[src/rtl/memory_access.sv]
// Memory stage of the pipeline: issues one aligned data-memory request per load/store,
// extends load data for write-back, and reports misalignment or timeout of the last access.
package memory_access_pkg;
  typedef struct packed {
    logic [6:0]  opcode;
    logic [2:0]  funct3;
    logic [4:0]  dest_reg;
    logic [31:0] pc;
  } control_signals_struct;
endpackage

module memory_access
  import memory_access_pkg::*;
#(
  parameter int unsigned TIMEOUT_CYCLES = 255
) (
  input  logic                  clk,
  input  logic                  reset,
  input  logic                  mem_module_enable,
  input  logic [31:0]           alu_result,
  input  logic [31:0]           store_data,
  input  control_signals_struct control_signals,
  output logic                  dmem_req_valid,
  input  logic                  dmem_req_ready,
  output logic                  dmem_req_we,
  output logic [31:0]           dmem_req_addr,
  output logic [31:0]           dmem_req_wdata,
  output logic [3:0]            dmem_req_be,
  input  logic                  dmem_resp_valid,
  input  logic [31:0]           dmem_resp_data,
  output logic [31:0]           loaded_data,
  output logic [31:0]           alu_result_out,
  output control_signals_struct control_signals_out,
  output logic                  mem_done,
  output logic                  mem_busy,
  output logic                  misaligned_fault,
  output logic                  timeout_fault,
  output logic [1:0]            fsm_state
);

  // Handshake: a request transfers on a cycle where dmem_req_valid and dmem_req_ready are
  // both high; valid stays high with all request fields stable until then. A load response
  // is a single dmem_resp_valid beat, accepted only while waiting for it.

  localparam logic [6:0] OPC_LOAD  = 7'b0000011;
  localparam logic [6:0] OPC_STORE = 7'b0100011;
  localparam int unsigned CNT_W = $clog2(TIMEOUT_CYCLES + 1);
  localparam logic [CNT_W-1:0] CNT_LAST = CNT_W'(TIMEOUT_CYCLES - 1);

  typedef enum logic [1:0] {
    S_IDLE = 2'd0,
    S_REQ  = 2'd1,
    S_WAIT = 2'd2,
    S_DONE = 2'd3
  } state_e;

  state_e                state_q, state_d;
  logic [31:0]           addr_q, addr_d;
  logic [31:0]           wdata_q, wdata_d;
  logic [3:0]            be_q, be_d;
  logic                  we_q, we_d;
  control_signals_struct ctrl_q, ctrl_d;
  logic [31:0]           loaded_q, loaded_d;
  logic                  mis_q, mis_d;
  logic                  to_q, to_d;
  logic [CNT_W-1:0]      cnt_q, cnt_d;

  logic        is_load, is_store, aligned, legal;
  logic [3:0]  st_be;
  logic [31:0] st_wdata;
  logic [31:0] resp_shift, load_ext;

  // Decode of the instruction presented with the start pulse.
  always_comb begin
    is_load  = control_signals.opcode == OPC_LOAD;
    is_store = control_signals.opcode == OPC_STORE;
    case (control_signals.funct3)
      3'b000:  aligned = 1'b1;
      3'b100:  aligned = !is_store;
      3'b001:  aligned = !alu_result[0];
      3'b101:  aligned = !alu_result[0] && !is_store;
      3'b010:  aligned = alu_result[1:0] == 2'b00;
      default: aligned = 1'b0;
    endcase
    legal = (is_load || is_store) && aligned;
    case (control_signals.funct3[1:0])
      2'b00: begin
        st_be    = 4'b0001 << alu_result[1:0];
        st_wdata = {4{store_data[7:0]}};
      end
      2'b01: begin
        st_be    = 4'b0011 << alu_result[1:0];
        st_wdata = {2{store_data[15:0]}};
      end
      default: begin
        st_be    = 4'b1111;
        st_wdata = store_data;
      end
    endcase
  end

  // Lane select and extension of the response, driven by the captured access.
  always_comb begin
    resp_shift = dmem_resp_data >> {addr_q[1:0], 3'b000};
    case (ctrl_q.funct3)
      3'b000:  load_ext = {{24{resp_shift[7]}}, resp_shift[7:0]};
      3'b100:  load_ext = {24'b0, resp_shift[7:0]};
      3'b001:  load_ext = {{16{resp_shift[15]}}, resp_shift[15:0]};
      3'b101:  load_ext = {16'b0, resp_shift[15:0]};
      default: load_ext = dmem_resp_data;
    endcase
  end

  always_comb begin
    state_d  = state_q;
    addr_d   = addr_q;
    wdata_d  = wdata_q;
    be_d     = be_q;
    we_d     = we_q;
    ctrl_d   = ctrl_q;
    loaded_d = loaded_q;
    mis_d    = mis_q;
    to_d     = to_q;
    cnt_d    = cnt_q;
    case (state_q)
      S_IDLE: begin
        if (mem_module_enable) begin
          addr_d   = alu_result;
          ctrl_d   = control_signals;
          loaded_d = '0;
          mis_d    = 1'b0;
          to_d     = 1'b0;
          cnt_d    = '0;
          we_d     = is_store;
          be_d     = is_store ? st_be : 4'b1111;
          wdata_d  = is_store ? st_wdata : 32'b0;
          if (legal) begin
            state_d = S_REQ;
          end else begin
            state_d = S_DONE;
            mis_d   = is_load || is_store;
          end
        end
      end
      S_REQ: begin
        // A handshake in the last allowed cycle still completes the access.
        if (dmem_req_ready) begin
          state_d = we_q ? S_DONE : S_WAIT;
          cnt_d   = cnt_q + 1'b1;
        end else if (cnt_q == CNT_LAST) begin
          state_d = S_DONE;
          to_d    = 1'b1;
        end else begin
          cnt_d = cnt_q + 1'b1;
        end
      end
      S_WAIT: begin
        if (dmem_resp_valid) begin
          state_d  = S_DONE;
          loaded_d = load_ext;
        end else if (cnt_q == CNT_LAST) begin
          state_d = S_DONE;
          to_d    = 1'b1;
        end else begin
          cnt_d = cnt_q + 1'b1;
        end
      end
      default: state_d = S_IDLE;
    endcase
  end

  always_ff @(posedge clk) begin
    if (reset) begin
      state_q  <= S_IDLE;
      addr_q   <= '0;
      wdata_q  <= '0;
      be_q     <= '0;
      we_q     <= 1'b0;
      ctrl_q   <= '0;
      loaded_q <= '0;
      mis_q    <= 1'b0;
      to_q     <= 1'b0;
      cnt_q    <= '0;
    end else begin
      state_q  <= state_d;
      addr_q   <= addr_d;
      wdata_q  <= wdata_d;
      be_q     <= be_d;
      we_q     <= we_d;
      ctrl_q   <= ctrl_d;
      loaded_q <= loaded_d;
      mis_q    <= mis_d;
      to_q     <= to_d;
      cnt_q    <= cnt_d;
    end
  end

  // Request fields read as zero whenever no request is outstanding.
  assign dmem_req_valid      = state_q == S_REQ;
  assign dmem_req_we         = dmem_req_valid && we_q;
  assign dmem_req_addr       = dmem_req_valid ? {addr_q[31:2], 2'b00} : 32'b0;
  assign dmem_req_wdata      = dmem_req_valid ? wdata_q : 32'b0;
  assign dmem_req_be         = dmem_req_valid ? be_q : 4'b0;
  assign loaded_data         = loaded_q;
  assign alu_result_out      = addr_q;
  assign control_signals_out = ctrl_q;
  assign mem_done            = state_q == S_DONE;
  assign mem_busy            = (state_q == S_REQ) || (state_q == S_WAIT);
  assign misaligned_fault    = mis_q;
  assign timeout_fault       = to_q;
  assign fsm_state           = state_q;

endmodule

[config.mk]
export PLATFORM = sky130hd
export DESIGN_NAME = memory_access
export DESIGN_NICKNAME = d
export VERILOG_FILES = /design/src/rtl/memory_access.sv
export SDC_FILE = /design/constraint.sdc
export NUM_CORES = 1
export LEC_CHECK = 0
export CAP_MARGIN = 20
export CORE_ASPECT_RATIO = 1.2
export CORE_MARGIN = 2
export CORE_UTILIZATION = 38
export CTS_CLUSTER_SIZE = 10
export DETAILED_ROUTE_END_ITERATION = 12
export PLACE_DENSITY = 0.78
export SLEW_MARGIN = 40
export SYNTH_ARGS = -nofsm -noshare
export SYNTH_HDL_FRONTEND = slang
export SYNTH_SLANG_ARGS = --single-unit
[constraint.sdc]
create_clock -name clk -period 2 [get_ports clk]
set_input_delay 0.3 -clock clk [delete_from_list [all_inputs] [get_ports clk]]
set_output_delay 0.3 -clock clk [all_outputs]
set_load 0.1 [all_outputs]
-- After elaboration in Yosys (flattened, before gate mapping)
Index checks and enable logic that the tools add are counted.
Widths: inputs -> output; s select.
- add/subtract/negate cells: 1
- $mul: 0
- div/mod/pow operators: 0
- $lt $le $gt $ge: 0
- eq/ne operators: 18
- shift-type cells: 3
- multiplexer cells: 30
- bitwise gates (word level): 0
- reductions and logical operators: 18
- operators with widths (operator ; number):
    $mux 32 ; 5
    $pmux 32 s2 ; 2
    $pmux 32 s4 ; 1
    $mux 8 ; 4
    $shr 32x5->16 ; 1
    $pmux 8 s3 ; 1
    $eq 3x3->1 const B ; 4
    $mux 2 ; 5
    $add 8x1->8 const B ; 1
    $eq 8x8->1 const B ; 1
    $mux 4 ; 2
    $ne 2x2->1 const B ; 4
    $pmux 4 s2 ; 1
    $eq 7x2->1 const B ; 1
    $eq 7x6->1 const B ; 1
    $eq 3x1->1 const B ; 2
    $logic_not 2->1 ; 3
    $logic_not 3->1 ; 2
    $mux 1 ; 6
    $pmux 2 s3 ; 1
    $reduce_and 3->1 ; 2
    $pmux 1 s5 ; 1
    $eq 2x1->1 const B ; 2
    $eq 2x2->1 const B ; 2
    11 further kinds ; 15
- register bits after elaboration: 160
- latch bits: 0
- bits in writable memories: 0
- memory bits (read-only): 0
- input port bits: 148
- output and inout bits: 187
- word-level logic and storage cells: 83
- memories kept: 0

-- Longest topological paths before layout
Gate-level depths: netlist of run 1.
- depth after elaboration: 8
- gate-level depth with buffers: 10
- gate-level depth less buffers: 6

-- Worst setup path after synthesis of run 1
Ideal clock, no wire load.
- path type: reg2out
- from: register state_q[0] (netlist: fsm_state[0])
- to: output port dmem_req_be[0]
- arrival: 3.501 ns
- required time: 1.700 ns
- setup slack: -1.801 ns
- stages on the path, launching flop included: 6
- path buffers: 3
- cells stage by stage: dfxtp_1 -> ha_1 -> clkbuf_1 -> clkbuf_1 -> clkbuf_1 -> and2_1
- longest elaborated chain between the ends: 2
- ends and longest elaborated chain (item ; RTL line ; RTL):
    start: declaration ; 57 ; state_e state_q, state_d;
    start signal: assignment ; 185 ; state_q <= state_d;
    $eq 2x1->1 ; 199 ; assign dmem_req_valid = state_q == S_REQ;
    named net dmem_req_valid ; 23 ; output logic dmem_req_valid,
    $mux 4 ; 203 ; assign dmem_req_be = dmem_req_valid ? be_q : 4'b0;
    end: declaration ; 28 ; output logic [3:0] dmem_req_be,
The timed path passes the listed nets, and every way through them passes these cells.

-- Final worst setup path of run 1
- from: register state_q[1] (netlist: fsm_state[1])
- to: output port dmem_req_addr[2]
- longest elaborated chain between the ends: 2
- ends and longest elaborated chain (item ; RTL line ; RTL):
    $eq 2x1->1 ; 199 ;
    $mux 32 ; 201 ; assign dmem_req_addr = dmem_req_valid ? {addr_q[31:2], 2'b00} : 32'b0;
    end: declaration ; 26 ; output logic [31:0] dmem_req_addr,
No other way between the ends.

==> results of run 1 <==
## worst max-delay path, cell delays in order, from the launching register on
cell and delay (ps):
dfxtp_4 360, inv_6 70, ha_4 230, buf_12 210, and2_4 190, buf_12 170
## timing repair
item	CTS	global route
resized for setup	4	4
hold buffers	0	0
cloned	1	0
pin swaps	0	1
endpoints found under the hold margin	0	0
setup endpoints to repair	58	48
buffers inserted	1	1
## state kept, by name (all words and copies together), names as in the netlist
register             flops
cnt_q                    8
control_signals_out     47
be_q                     4
we_q                     1
fsm_state                2
misaligned_fault         1
wdata_q                 32
timeout_fault            1
loaded_data             32
alu_result_out          32
## kinds of logic (layout without fill, tap and decap cells)
family                   after synthesis  after routing
AO/OA/AOI/OAI                        224            224
XOR/XNOR                               1              1
flip-flops                           160            160
adder cells (fa/ha/maj)                7              7
multiplexers                          36             36
other                                  1              2
buffers and inverters                 82            418
AND/OR/NAND/NOR                      369            369
## metrics by stage
step                util (%)  area, sq um
floorplan                  -         7550
global placement        62.4        11700
detailed placement      62.4        11700
CTS                     65.8        12300
global route            65.9        12300
finish                  65.9        12300
## layer usage
| layer | routed length (microns) | track usage, % | up-vias |
|---|---|---|---|
| met5 | 0 | 0 | - |
| met3 | 2260 | 8.13 | 40 |
| met1 | 10200 | 29.8 | 3642 |
| li1 | - | - | 3706 |
| met4 | 691 | 8.76 | 0 |
| met2 | 13500 | 44.7 | 333 |
## power groups by stage
stage,Combinational (mW),Sequential (mW),Clock [mW]
2_1_floorplan,3.06,6.31,0
3_3_place_gp,7.46,3.94,0
3_5_place_dp,7.52,3.95,0
4_1_cts,7.65,3.88,3.36
5_1_grt,8.01,3.93,3.49
6_report,7.66,3.89,3.29
## cell type report
type                       instances  area [sq um]  area share [%]
tap                              256           320            2.60
sequential                       160          3220            26.1
timing repair buffer             375          4230            34.3
multi-input combinational        639          3930            31.9
inverter                          11          48.8           0.396
clock inverter                    15           164            1.33
clock buffer                      17           425            3.45
## Yosys cell counts, types with 3 or more instances
library cell / n
nand2_1: 182
buf_4: 3
nor2b_1: 7
nand2b_1: 11
buf_1: 4
o2bb2ai_1: 7
dfxtp_1: 160
ha_1: 7
nor2_1: 56
o221ai_1: 7
clkbuf_1: 57
and2_1: 69
mux2i_1: 18
a211oi_1: 5
nor4_1: 5
inv_1: 11
nand3_1: 8
o311ai_0: 7
nor3_1: 8
a31oi_1: 4
o21ai_0: 23
a22oi_1: 39
a221o_1: 16
buf_2: 6
a21oi_1: 103
mux2_2: 18
## how the worst max path moves through the flow
stage	from	end	slack, ps	cells after the start
3_5_place_dp	control_signals[42]	misaligned_fault	-350	6
5_1_grt	fsm_state[0]	loaded_data[9]	-10	6
6_report	fsm_state[1]	dmem_req_addr[2]	50	5
3_3_place_gp	control_signals[42]	misaligned_fault	-380	6
2_1_floorplan	fsm_state[0]	loaded_data[29]	-260	10
4_1_cts	fsm_state[1]	dmem_req_addr[2]	20	5
==> results.md, run 1 <==
* Die area at 20100 sq um
* Commonest non-fill, non-tap cell in the layout: nand2_1
* Setup TNS Final at 0 ps
* Min-Delay Startpoint: reset
* Maxcap violations at 0
* Synth top area share at 44.5%
* Largest family of logic cells by synthesized area: simple AND/OR/NAND/NOR gates
* Pre-CTS setup slack at -353 ps
* Internal at 7.63 mW
* Setup crit start kind: flip-flop
* Cell depth of the worst hold path at 3
* Outcome: complete, no violations
* Fin cells at 1473
* Largest area contributor in the netlist: dfxtp_1
* Compound-cell area share of the yosys netlist at 20.0%
* Die width at 130 microns
* Post-route clock period utilization at 97.6%
* Worst Tran Pin Value at 744 ps
* Vias in the first global route at 7405
* First-pass GRT wire length at 40400 microns
* Final HPWL DP at 19400 microns
* DRC at 0
* GRT Util Overall at 25.8%
* Switching part of the total at 48.6%
* Synthesized area at 7200 sq um
* Pleak at 4.92 nW
* Logic pwr share at 51.6%
* Post-synthesis mux area share at 5.32%
* Routed WL at 26600 microns
* Tmin final at 1950 ps
* GR Overflow Total at 0
* Number of H-tree levels at 4
* Post-synth EDFFs at 0
* FP Rows at 55
* WP data arrival at 1650 ps
* Placed Cells at 1438
* Clock group share of total power at 22.2%
* Final ANT Viol Nets at 0
* Initial antenna violation count at 0
* Cells after Synth at 880
* CTS clk-pin slew, worst paths at 70 ps
* Total number of vias at 7721
* Area Overhead vs Synth at 71.3%
* Placer Congestion at 0.907
* Post-synthesis async set-or-reset flop share at 0%
* Initial cell density of the core at 38.5%
* Worst skew pair latency at 420 ps
* Worst-case vdd ir drop at 685 uV
* Final Hold Viols at 0
* TritonCTS sink count at 160
* Yosys warnings at 0
* Sw power at 7.21 mW
* Max transition margin at 50.4%
* FF-to-FF setup slack at 60 ps
* FF-to-FF Start: fsm_state[0]
* Max-slew violations at 0
* Register area share after synthesis at 44.5%
* Worst r2r dst: loaded_data[11]
* Reg power frac at 26.2%
* #FFs+latches synth at 160
* Distinct cells, synth at 54
* Top cells by area, synth: dfxtp_1 (44%), nand2_1 (9.5%), a21oi_1 (7.2%), and2_1 (6.0%), a22oi_1 (4.1%)
* Chip Height at 155 microns
* Largest fanout on the critical path at 31
* Worst hold endpoint: loaded_data[31]
* Hold_ws at 235 ps
* Worst setup path class: reg2out
* Final setup viols at 0
* I/O pin count at 335
* Critical path required time at 1700 ps
* F_max at 512 MHz
* Average wire per standard cell at 18.1 microns
* Layout cell share with drive strength beyond 1 at 30.9%
* Simple logic cell fraction of the synthesized area at 24.1%
* Syn_area_per_cell at 8.18 sq um
* Worst r2r path cells at 6
* Core ar. at 18700 sq um
* Port Buffers at 332
* Ys flop type: dfxtp_1
* Root buffer cell: clkbuf_16
* Commonest non-fill, non-tap cells in the layout: nand2_1 (181), dfxtp_1 (153), clkdlybuf4s50_1 (146), buf_4 (146), a21oi_1 (103)
* TritonCTS Buffers at 17
* Layout Skew at 13.3 ps
* Layout fillers at 1519
* Post-synthesis adder-cell area fraction at 1.22%
* Clk buf depth at 2
* Setup repair after global routing missed its margin: true
* Largest net degree at the start of global routing at 149
* DR pass1 iterations at 5
* Pwr Density at 1200 nW/um^2
* Synth Area in XOR/XNOR at 0.122%
* Worst hold path type: in2reg
* Worst Setup End Kind: output port
* CTS tree: built
* Final layout net count at 1359
* Via/cell ratio at 5.24
* Worst setup margin at 48.4 ps
* Inserted Diodes at 0
* Initial DRC Count at 554
* Design Power at 14.8 mW
Power figures use the tool's default switching activity.
==> inputs of run 2 (changes only) <==
- CORE_UTILIZATION: 38 -> 42
- PLACE_DENSITY: 0.78 -> 0.82
- clock period: 2 -> 1.9 ns (I/O delays scaled with it)
==> run 2 against run 1 <==
  * Core utilization up 9.4 points
  * First-iteration DRC count is 26% higher
  * Sequential power rose by 5%
  * Largest power group unchanged
  * The run now ends with negative setup slack left
  * Non-clock buffer count is 18 higher
  * Hold slack worse by 2.8 ps
  * Cell count is 1.5% lower
  * Highest routed layer unchanged
==> results.md, run 2 (synthesized netlist as in run 1, its figures left out) <==
* Outcome: complete, but fails checks
* Failing checks: negative setup slack
* Layout cell share with drive strength beyond 1 at 34.7%
* Slowest stage delay, CP at 570 ps
* I/O pin count at 335
* DRC at 0
* Multi-input logic area at 4120 sq um
* First-pass GRT wire length at 40400 microns
* Register area at 3220 sq um
* Via/cell ratio at 5.51
* Worst Tran Pin Value at 784 ps
* Hold_ws at 232 ps
* Pleak at 5.08 nW
* Layout fillers at 1123
* Worst r2r path cells at 7
* Worst hold path type: in2reg
* Final Hold Viols at 0
* CTS clk-pin slew, worst paths at 70 ps
* Post-route clock period utilization at 105%
* Initial antenna violation count at 0
* Initial cell density of the core at 42.7%
* Design Power at 16.1 mW
* Maxcap violations at 0
* FF-to-FF setup slack at -90 ps
* Max transition margin at 47.8%
* Total number of vias at 7996
* Area Overhead vs Synth at 76.2%
* Final HPWL DP at 18700 microns
* Worst Setup End Kind: flip-flop
* Root buffer cell: clkbuf_16
* Inserted Diodes at 0
* Max reg flops at 47
* Worst setup path class: reg2reg
* Clk buf depth at 2
* WP data arrival at 2320 ps
* TritonCTS sink count at 160
* Tmin final at 1990 ps
* Port Buffers at 332
* Average wire per standard cell at 19.0 microns
* Worst hold endpoint: loaded_data[31]
* DR pass1 iterations at 5
* Vias in the first global route at 7786
* Setup TNS Final at -3570 ps
* TritonCTS Buffers at 17
* Number of H-tree levels at 4
* Routed WL at 27600 microns
* Max-slew violations at 0
* Initial DRC Count at 698
* F_max at 502 MHz
* Worst r2r dst: loaded_data[11]
* Die width at 124 microns
* FP Rows at 52
* Worst-case vdd ir drop at 850 uV
* Setup repair after global routing missed its margin: true
* Worst setup margin at -91.2 ps
* GR Overflow Total at 0
* Worst skew pair latency at 430 ps
* Layout Skew at 11.1 ps
* Commonest non-fill, non-tap cells in the layout: nand2_1 (180), buf_4 (159), dfxtp_1 (153), clkdlybuf4s50_1 (146), a21oi_1 (103)
* Largest fanout on the critical path at 7
* CTS tree: built
* Setup crit start kind: flip-flop
* Placer Congestion at 0.848
* Commonest non-fill, non-tap cell in the layout: nand2_1
* Min-Delay Startpoint: reset
* Core ar. at 16900 sq um
* Largest net degree at the start of global routing at 149
* Critical path required time at 2230 ps
* Final layout net count at 1377
* Crit. Startpoint: fsm_state[0]
* Hold bufs inserted after CTS at 0
* GRT Util Overall at 28.3%
* Final ANT Viol Nets at 0
* Cell depth of the worst hold path at 3
* FF-to-FF Start: fsm_state[0]
* Critical Path, Cell by Cell: buf_12, clkinv_8, ha_4, nand2_4, or4_4, or3_4, o221ai_1
* Die area at 18200 sq um
* Pwr Density at 1270 nW/um^2
* Chip Height at 147 microns
* Slowest CP cell: or4_4
* Final setup viols at 80
-- run 2: timing repair --
action / in CTS / in global routing
pin swaps: 22 / 30
setup endpoints to repair: 90 / 92
gates resized for setup: 6 / 44
gates cloned: 1 / 2
buffers inserted: 1 / 7
-- run 2: per-stage QoR --
step	utilization [%]	instances	instance area (sq um)	setup WS (ps)
final	75.3	1451	12700	-91.2
after global routing	75.3	1451	12700	-141
after CTS	73.4	1442	12400	-76.4
after detailed placement	69.3	1408	11700	-269
after global placement	69.3	1408	11700	-213
after floorplan	-	881	7550	-356
-- run 2: metal layers --
layer  global-route usage (%)  share of wire (%)
met2                     49.3                 51
met5                        0                  0
met3                     8.45                8.5
met4                     11.5                4.1
met1                     31.7                 36
-- run 2: final cells by class --
type / count / share of cell area (%)
Clock buffer: 17 / 3.35
Clock inverter: 15 / 1.48
Inverter: 11 / 0.444
Multi-Input combinational cell: 639 / 32.5
Sequential cell: 160 / 25.4
Tap cell: 216 / 2.13
Timing Repair Buffer: 393 / 34.7
-- run 2: power breakdown --
part / switching [mW] / leakage (nW) / internal, mW / total [mW]
Clock: 1.63 / 0.301 / 1.90 / 3.53
Sequential: 0.304 / 1.31 / 3.77 / 4.07
Combinational: 5.91 / 3.47 / 2.63 / 8.54
Total: 7.84 / 5.08 / 8.30 / 16.1
-- run 2: how the worst max path moves through the flow --
stage	to	slack, ps
floorplan	loaded_data[29]	-360
global placement	loaded_data[21]	-210
detailed placement	loaded_data[29]	-270
CTS	dmem_req_wdata[2]	-80
global route	cnt_q[4]	-140
finish	loaded_data[11]	-90
-- run 2: worst max-delay path: cells and delay by family, from the launching register on --
family                   cells  cell delay [ps]
AND/OR/NAND/NOR              3             1080
buffers and inverters        2              170
AO/OA/AOI/OAI                1              100
adder cells (fa/ha/maj)      1              180
flip-flops                   1              360
==> inputs of run 3 (changes only) <==
- CAP_MARGIN: 20 -> default
- CORE_UTILIZATION: 42 -> 38
- PLACE_DENSITY: 0.82 -> 0.78
- clock period: 1.9 -> 1.7 ns (I/O delays scaled with it)
==> run 3 against run 2 <==
  * The flow still finishes with violations (negative setup slack)
  * Clock skew is 8.6 ps higher
  * Highest routed layer unchanged
  * Worst setup slack worse by 230 ps
  * Design area is 24% higher
  * Critical path depth stayed put
  * Power is 36% higher
==> results.md, run 3 (synthesized netlist as in run 1, its figures left out) <==
* Area Overhead vs Synth at 119%
* Initial DRC Count at 600
* Die area at 20100 sq um
* Max-slew violations at 0
* Multi-input logic area at 4850 sq um
* Register area at 3220 sq um
* Die width at 130 microns
* Setup crit start kind: flip-flop
* Worst setup path class: reg2out
* Root buffer cell: clkbuf_16
* Final layout net count at 1434
* Pleak at 6.09 nW
* Placed Cells at 1471
* DR pass1 iterations at 5
* Worst hold path type: in2reg
* Largest fanout on the critical path at 9
* Maxcap violations at 0
* FF-to-FF Start: fsm_state[0]
* TritonCTS Buffers at 17
* Pre-CTS setup slack at -470 ps
* TritonCTS sink count at 160
* Worst Tran Pin Value at 894 ps
* Layout fillers at 904
* GRT Util Overall at 29.5%
* Slowest stage delay, CP at 370 ps
* Min-Delay Startpoint: reset
* Total number of vias at 8854
* Inserted Diodes at 0
* Slowest CP cell: dfxtp_4
* Final HPWL DP at 21500 microns
* Post-route clock period utilization at 119%
* I/O pin count at 335
* Most common cell type on the critical path: buf_12
* Final ANT Viol Nets at 0
* Port Buffers at 332
* Clk buf depth at 2
* Critical Path, Cell by Cell: inv_4, buf_6, ha_4, buf_12, clkbuf_16, and2_4, buf_12
* Critical path required time at 1440 ps
* DRC at 0
* Chip Height at 155 microns
* Commonest non-fill, non-tap cells in the layout: buf_12 (204), dfxtp_1 (153), clkdlybuf4s50_1 (146), nand2_1 (138), and2_4 (69)
* Worst Setup End Kind: output port
* F_max at 495 MHz
* Worst skew pair latency at 450 ps
* Layout Skew at 19.7 ps
* Pwr Density at 1400 nW/um^2
* FP Rows at 55
* Core ar. at 18700 sq um
* Worst setup margin at -319 ps
* Average wire per standard cell at 23.8 microns
* Layout cell share with drive strength beyond 1 at 47.8%
* Failing checks: negative setup slack
* Routed WL at 36900 microns
* Via/cell ratio at 5.72
* Final setup viols at 216
* Initial cell density of the core at 38.5%
* Fin cells at 1548
* Outcome: complete, but fails checks
* Number of H-tree levels at 4
* Max reg flops at 47
* Final Hold Viols at 0
* Crit. Startpoint: fsm_state[1]
* Initial antenna violation count at 0
* Hold bufs inserted after CTS at 0
* CTS tree: built
* Largest net degree at the start of global routing at 73
* Commonest non-fill, non-tap cell in the layout: buf_12
* Vias in the first global route at 8395
* Placer Congestion at 0.915
* GR Overflow Total at 0
* Setup repair after global routing missed its margin: true
* Tmin final at 2020 ps
* WP data arrival at 1760 ps
* Worst-case vdd ir drop at 1070 uV
* CTS clk-pin slew, worst paths at 70 ps
* First-pass GRT wire length at 46200 microns
* Max transition margin at 40.4%
[run 3: path summary, 6_finish.rpt]
kind	to	slack (ps)	cells past startpoint
setup / recovery	dmem_req_wdata[9]	-320	7
hold / removal	loaded_data[31]	180	3
setup reg to reg	loaded_data[5]	-250	9
hold reg to reg	control_signals_out[45]	500	2
[run 3: layer usage]
layer  part of all wire, %  vias to the layer above  GRT usage, %  wire, microns
li1                      -                     3855             -              -
met1                    34                     4332          32.2          12500
met2                    52                      511          52.0          19200
met3                   8.1                      156          8.41           2980
met4                   5.9                        0          14.4           2190
met5                     0                        -             0              0
[run 3: metrics by stage]
stage          setup TNS, ps  utilization [%]  cell area [sq um]  hold slack [ps]  power (mW)
3_3_place_gp          -16360             71.5              13400              478        15.1
2_1_floorplan         -37120                -               7590              381        11.0
5_1_grt               -42560             84.2              15800              170        22.5
6_report              -35690             84.2              15800              180        22.0
4_1_cts               -24430             77.4              14500              129        20.0
3_5_place_dp          -22940             71.5              13400              483        15.3
[run 3: power breakdown]
part           switching [mW]  internal (mW)  leakage, nW
Clock                    1.90           1.97        0.285
Combinational            7.86           5.48         4.50
Sequential              0.565           4.21         1.31
Total                    10.3           11.7         6.09
[run 3: timing repair]
| action | in CTS | in global routing |
|---|---|---|
| cloned | 5 | 17 |
| endpoints found under the setup margin | 107 | 192 |
| gates resized for setup | 65 | 198 |
| buffers inserted | 12 | 14 |
| pin swaps | 28 | 94 |
[run 3: worst max-delay path: cells and delay by family (launching register included)]
kind / cells / cell delay (ps)
AND/OR/NAND/NOR: 1 / 150
adder cells (fa/ha/maj): 1 / 170
buffers and inverters: 5 / 620
flip-flops: 1 / 370
[run 3: final cells by class]
cell class | instances | area share, %
Timing Repair Buffer | 450 | 42.7
Tap cell | 256 | 2.03
Clock inverter | 15 | 1.00
Inverter | 11 | 0.326
Sequential cell | 160 | 20.4
Multi-Input combinational cell | 639 | 30.8
Clock buffer | 17 | 2.70
